===== src/rtl/hilo_muldiv_unit.sv =====
// HI/LO register owner with an iterative multiply/divide engine.
// MULT/MULTU/DIV/DIVU/MADD/MSUB take DATA_W+1 edges; MTHI/MTLO write in one edge.
module hilo_muldiv_unit #(
  parameter int unsigned DATA_W = 32
) (
  input  logic              Clk,
  input  logic              Rst,
  input  logic              Start,
  input  logic [2:0]        Op,
  input  logic [DATA_W-1:0] A,
  input  logic [DATA_W-1:0] B,
  output logic [DATA_W-1:0] Hi,
  output logic [DATA_W-1:0] Lo,
  output logic              Busy,
  output logic              Done
);

  localparam int unsigned CNT_W = (DATA_W > 1) ? $clog2(DATA_W) : 1;

  localparam logic [1:0] S_IDLE = 2'd0;
  localparam logic [1:0] S_RUN  = 2'd1;
  localparam logic [1:0] S_FIN  = 2'd2;

  localparam logic [2:0] OP_MULT  = 3'd0;
  localparam logic [2:0] OP_MULTU = 3'd1;
  localparam logic [2:0] OP_DIV   = 3'd2;
  localparam logic [2:0] OP_DIVU  = 3'd3;
  localparam logic [2:0] OP_MTHI  = 3'd4;
  localparam logic [2:0] OP_MTLO  = 3'd5;
  localparam logic [2:0] OP_MADD  = 3'd6;
  localparam logic [2:0] OP_MSUB  = 3'd7;

  logic [1:0]        state_q, state_d;
  logic [CNT_W-1:0]  cnt_q, cnt_d;
  logic [2:0]        op_q, op_d;
  logic              neg_q, neg_d;
  logic              negr_q, negr_d;
  logic              dbz_q, dbz_d;
  logic [DATA_W-1:0] mcand_q, mcand_d;
  logic [DATA_W-1:0] acc_hi_q, acc_hi_d;
  logic [DATA_W-1:0] acc_lo_q, acc_lo_d;
  logic [DATA_W-1:0] hi_q, hi_d;
  logic [DATA_W-1:0] lo_q, lo_d;
  logic              busy_q, busy_d;
  logic              done_q, done_d;

  logic                signed_in, div_in, div_run, a_neg, b_neg;
  logic [DATA_W-1:0]   a_mag, b_mag;
  logic [DATA_W:0]     mul_sum, div_shift, div_sub;
  logic                div_ge;
  logic [2*DATA_W-1:0] prod, sprod;

  always_comb begin
    signed_in = (Op == OP_MULT) || (Op == OP_DIV) || (Op == OP_MADD) || (Op == OP_MSUB);
    div_in    = (Op == OP_DIV) || (Op == OP_DIVU);
    a_neg     = signed_in & A[DATA_W-1];
    b_neg     = signed_in & B[DATA_W-1];
    a_mag     = a_neg ? -A : A;
    b_mag     = b_neg ? -B : B;

    div_run   = (op_q == OP_DIV) || (op_q == OP_DIVU);
    mul_sum   = {1'b0, acc_hi_q} + (acc_lo_q[0] ? {1'b0, mcand_q} : '0);
    div_shift = {acc_hi_q, acc_lo_q[DATA_W-1]};
    div_ge    = div_shift >= {1'b0, mcand_q};
    div_sub   = div_shift - {1'b0, mcand_q};

    prod      = {acc_hi_q, acc_lo_q};
    sprod     = neg_q ? -prod : prod;
  end

  always_comb begin
    state_d  = state_q;
    cnt_d    = cnt_q;
    op_d     = op_q;
    neg_d    = neg_q;
    negr_d   = negr_q;
    dbz_d    = dbz_q;
    mcand_d  = mcand_q;
    acc_hi_d = acc_hi_q;
    acc_lo_d = acc_lo_q;
    hi_d     = hi_q;
    lo_d     = lo_q;
    busy_d   = busy_q;
    done_d   = 1'b0;

    case (state_q)
      S_IDLE: begin
        if (Start) begin
          if (Op == OP_MTHI) begin
            hi_d = A;
          end else if (Op == OP_MTLO) begin
            lo_d = A;
          end else begin
            // Multiply: acc_lo holds the multiplier; divide: acc_lo holds the dividend.
            op_d     = Op;
            neg_d    = a_neg ^ b_neg;
            negr_d   = a_neg;
            dbz_d    = (B == '0);
            mcand_d  = div_in ? b_mag : a_mag;
            acc_lo_d = div_in ? a_mag : b_mag;
            acc_hi_d = '0;
            cnt_d    = '0;
            busy_d   = 1'b1;
            state_d  = S_RUN;
          end
        end
      end
      S_RUN: begin
        if (div_run) begin
          acc_hi_d = div_ge ? div_sub[DATA_W-1:0] : div_shift[DATA_W-1:0];
          acc_lo_d = {acc_lo_q[DATA_W-2:0], div_ge};
        end else begin
          acc_hi_d = mul_sum[DATA_W:1];
          acc_lo_d = {mul_sum[0], acc_lo_q[DATA_W-1:1]};
        end
        cnt_d = cnt_q + CNT_W'(1);
        if (cnt_q == CNT_W'(DATA_W - 1)) begin
          state_d = S_FIN;
        end
      end
      S_FIN: begin
        case (op_q)
          OP_MADD: {hi_d, lo_d} = {hi_q, lo_q} + sprod;
          OP_MSUB: {hi_d, lo_d} = {hi_q, lo_q} - sprod;
          OP_DIV, OP_DIVU: begin
            // Remainder already equals |A| on divide-by-zero, so only the quotient is forced.
            lo_d = dbz_q ? '1 : (neg_q ? -acc_lo_q : acc_lo_q);
            hi_d = negr_q ? -acc_hi_q : acc_hi_q;
          end
          default: {hi_d, lo_d} = sprod;
        endcase
        busy_d  = 1'b0;
        done_d  = 1'b1;
        state_d = S_IDLE;
      end
      default: state_d = S_IDLE;
    endcase
  end

  always_ff @(posedge Clk) begin
    if (!Rst) begin
      state_q  <= S_IDLE;
      cnt_q    <= '0;
      op_q     <= '0;
      neg_q    <= 1'b0;
      negr_q   <= 1'b0;
      dbz_q    <= 1'b0;
      mcand_q  <= '0;
      acc_hi_q <= '0;
      acc_lo_q <= '0;
      hi_q     <= '0;
      lo_q     <= '0;
      busy_q   <= 1'b0;
      done_q   <= 1'b0;
    end else begin
      state_q  <= state_d;
      cnt_q    <= cnt_d;
      op_q     <= op_d;
      neg_q    <= neg_d;
      negr_q   <= negr_d;
      dbz_q    <= dbz_d;
      mcand_q  <= mcand_d;
      acc_hi_q <= acc_hi_d;
      acc_lo_q <= acc_lo_d;
      hi_q     <= hi_d;
      lo_q     <= lo_d;
      busy_q   <= busy_d;
      done_q   <= done_d;
    end
  end

  assign Hi   = hi_q;
  assign Lo   = lo_q;
  assign Busy = busy_q;
  assign Done = done_q;

endmodule


===== config.mk =====
export PLATFORM = sky130hd
export DESIGN_NAME = hilo_muldiv_unit
export DESIGN_NICKNAME = d
export VERILOG_FILES = /design/src/rtl/hilo_muldiv_unit.sv
export SDC_FILE = /design/constraint.sdc
export NUM_CORES = 1
export LEC_CHECK = 0
export ABC_AREA = 1
export BUFFER_PORTS_ARGS = -buffer_cell sky130_fd_sc_hd__buf_2
export CORE_MARGIN = 5
export CORE_UTILIZATION = 30
export CTS_BUF_LIST = sky130_fd_sc_hd__clkbuf_16
export CTS_CLUSTER_DIAMETER = 120
export DETAILED_ROUTE_END_ITERATION = 16
export GPL_ROUTABILITY_DRIVEN = 0
export GPL_TIMING_DRIVEN = 1
export MAX_ROUTING_LAYER = met4
export PLACE_DENSITY = 0.43
export SLEW_MARGIN = 20
export SYNTH_ARGS = -nofsm -noshare
export SYNTH_HDL_FRONTEND = slang
export SYNTH_SLANG_ARGS = --single-unit

===== constraint.sdc =====
create_clock -name Clk -period 11.9 [get_ports Clk]
set_clock_uncertainty 0.1 [all_clocks]
set_input_delay 1.785 -clock Clk [delete_from_list [all_inputs] [get_ports Clk]]
set_output_delay 1.785 -clock Clk [all_outputs]
set_load 0.01 [all_outputs]

==> flow_summary_export.csv <==
group,metric,value,unit
clock_tree,insertion_delay,0.51,ns
clock_tree,cts_tree,"done",
die,die_h,311.7,µm
timing,grt_setup_unrepaired,"no",
route,post-route-drc-count,0,
route,antenna_left,0,
global_route,grt_overflow,0,
logic_synthesis,async_reset_ff_frac,0,
clock_tree,cts.sinks,175,
logic_synthesis,synth_seq_cells,175,
worst_setup_path,cp-end-kind,"flop",
die,dieArea,97150,µm²
worst_setup_path,worstPathRequired,12.18,ns
place,dp_slack,6.552,ns
worst_setup_path,crit_fanout,9,
power,p_per_area,113.6,nW/µm²
power,ir_drop,0.09216,mV
logic_synthesis,synth_edf_count,0,
worst_setup_path,cp_slowest_stage_delay,0.67,ns
clock_tree,postCtsHoldBufs,0,
logic_synthesis,ys.flop_type,"dfxtp_1",
logic_synthesis,synth_nets,5190,
global_route,first_global_vias,30783,
die,die_w,311.7,µm
timing,tightest_slew,1.088,ns
route,vias,33195,
timing,slew_viol_final,0,
clock_tree,htreeDepth,4,
worst_setup_path,rr_endpoint,"Hi[25]$_SDFFE_PN0P_",
status,status,"completed",
worst_setup_path,worstSetupStartpoint,"acc_hi_q[0]$_SDFFE_PN0P_",
worst_setup_path,r2r_slack,6.41,ns
clock_tree,cts_setup_buffers,0,
global_route,track_usage,0.2942,
worst_setup_path,critical_path_arrival,5.77,ns
route,via_per_inst,5.445,
layout,drive_gt1_frac,0.06711,
place,dpl_cell_area,28920,µm²
timing,setup_ws,6.411,ns
logic_synthesis,syn_area_per_cell,5.549,µm²
logic_synthesis,yosys.area.top_type,"dfxtp_1",
layout,mostFrequentLayoutCell,"nand2_1",
logic_synthesis,yosys_warnings,0,
hold_path,hold_class,"reg2reg",
logic_synthesis,synth_cell_types,62,
timing,final-hold-violation-count,0,
power,leakage,0.01432,µW
route,drtIter0Drc,3935,
layout,final_cell_mix,"nand2_1, inv_1, nor2_1",
route,first_pass_iters,8,
route,drt-wirelength-per-cell,23.79,µm
logic_synthesis,netlist_area,27310,µm²
die,floorplan.rows,110,
clock_tree,post_cts_resized,0,
worst_setup_path,worstSetupPathType,"reg2reg",
timing,fmax,182.2,MHz
place,port_buffers,135,
route,maxUsedRoutingLayer,"met4",
place,dp_hpwl,119.6,mm
layout,nNetsFinal,5174,
global_route,grt_antenna_before_repair,3,
route,finalWirelength,145.0,mm
route,met2_length,60.24,mm
worst_setup_path,reg2reg_depth,30,
logic_synthesis,ys_top_cells_by_area,"dfxtp_1, nand2_1, inv_1",
clock_tree,clk_pin_slew,0.09,ns
die,io_pins,136,
layout,nFillCells,10420,
route,dr_wl_met3,11.67,mm
clock_tree,clockBufferDepth,2,
timing,finalCriticalPeriod,5.489,ns
route,drt-met1-wl,66.60,mm
timing,relSlewSlack,0.2749,
worst_setup_path,slowest_stage,"nor3_1",
timing,setup_violations,0,
run,maxCapViolations,0,
layout,areaGrowthSynthToFinish,8.092,%
global_route,grt_start_max_net_pins,75,
die,fp.coreArea,90150,µm²
logic_synthesis,synth-seq-area-share,0.1283,
logic_synthesis,postSynthCellCount,4921,
timing,tns,0,ns
layout,postLayoutCellArea,29520,µm²
worst_setup_path,r2r_start,"acc_hi_q[0]$_SDFFE_PN0P_",
worst_setup_path,endpoint,"Hi[25]$_SDFFE_PN0P_",
clock_tree,cts_made_buffers,17,
global_route,grt_pass1_wl,209.0,mm
die,initial_core_util,0.3029,
worst_setup_path,start_kind,"flop",
timing,period_share,0.4613,
logic_synthesis,synth_top_cell_area_share,0.1283,
timing,holdWs,0.4247,ns
clock_tree,cts-root-buf,"clkbuf_16",
==> report_power, final <==
group,internal (µW),total (µW),switching (µW)
clock,300,624,324
sequential,634,732,98.0
combinational,540,2000,1460
==> worst min-delay path by stage <==
stage                                 end                   from  depth (start not counted)  slack (ns)
floorplan            op_q[0]$_SDFFE_PN0P_   op_q[0]$_SDFFE_PN0P_                          2        0.34
global placement    cnt_q[4]$_SDFFE_PN0P_  cnt_q[4]$_SDFFE_PN0P_                          2        0.40
detailed placement  cnt_q[4]$_SDFFE_PN0P_  cnt_q[4]$_SDFFE_PN0P_                          2        0.40
CTS                 cnt_q[4]$_SDFFE_PN0P_  cnt_q[4]$_SDFFE_PN0P_                          2        0.43
global route        cnt_q[1]$_SDFFE_PN0P_  cnt_q[1]$_SDFFE_PN0P_                          2        0.48
finish              cnt_q[4]$_SDFFE_PN0P_  cnt_q[4]$_SDFFE_PN0P_                          2        0.42
==> cell type report <==
cell class / count / area, µm² / area share
Inverter: 817 / 3069 / 0.1040
Clock buffer: 17 / 425.4 / 0.01441
Tap cell: 1176 / 1471 / 0.04985
Clock inverter: 14 / 163.9 / 0.005553
Antenna cell: 3 / 7.507 / 0.0002543
Sequential cell: 175 / 3506 / 0.1188
Timing Repair Buffer: 166 / 908.4 / 0.03078
Multi-Input combinational cell: 3728 / 19960 / 0.6764
==> layer usage <==
metal,GRT usage,up-vias
met4,0.1093,0
met5,-,-
met3,0.03549,201
met1,0.4139,15365
li1,-,16160
met2,0.4320,1469
==> flip-flops by register name, indices dropped and copies added (netlist names) <==
name,cells
state_q,2
neg_q,1
negr_q,1
acc_lo_q,32
Hi,32
Busy,1
acc_hi_q,32
op_q,3
mcand_q,32
dbz_q,1
Done,1
cnt_q,5
Lo,32
==> stage by stage <==
stage | power (µW) | utilization | instances
CTS | 3315 | 0.3273 | 6093
detailed placement | 2685 | 0.3208 | 6062
floorplan | 2026 | - | 4921
global placement | 2695 | 0.3208 | 6062
global route | 3581 | 0.3273 | 6093
finish | 3352 | 0.3274 | 6096
==> Yosys cell counts, types with 12 or more instances <==
master,instances
o21ai_0,472
a31oi_1,72
xor2_1,118
nand3_2,12
clkbuf_1,165
nor2_2,15
o31ai_1,12
ha_1,195
a21oi_1,526
a21o_1,21
o21ai_1,23
or2_2,18
dfxtp_1,175
nor4_1,14
xnor2_1,25
nand2_2,21
nand2_1,927
nand4_1,80
inv_1,792
nor3_1,70
o211ai_1,101
o21a_1,22
nand3_1,278
o21bai_1,17
nor2_1,598
inv_2,23
buf_2,14
==> logic make-up after synthesis <==
logic type / synth area share
flip-flops: 0.1283
adder cells (fa/ha/maj): 0.09228
XOR/XNOR: 0.04587
AND/OR/NAND/NOR: 0.3216
AO/OA/AOI/OAI: 0.2692
buffers and inverters: 0.1427
==> critical path, delay by kind of cell (launching register included) <==
kind                       cells  cell delay, ns
buffers and inverters          7            0.75
xor gates and xnor gates       1            0.19
adders and majority gates      2            0.70
AOI/OAI and AO/OA              5            0.74
DFF                            1            0.45
and+or+nand+nor               15            2.42
Power figures use the tool's default switching activity.
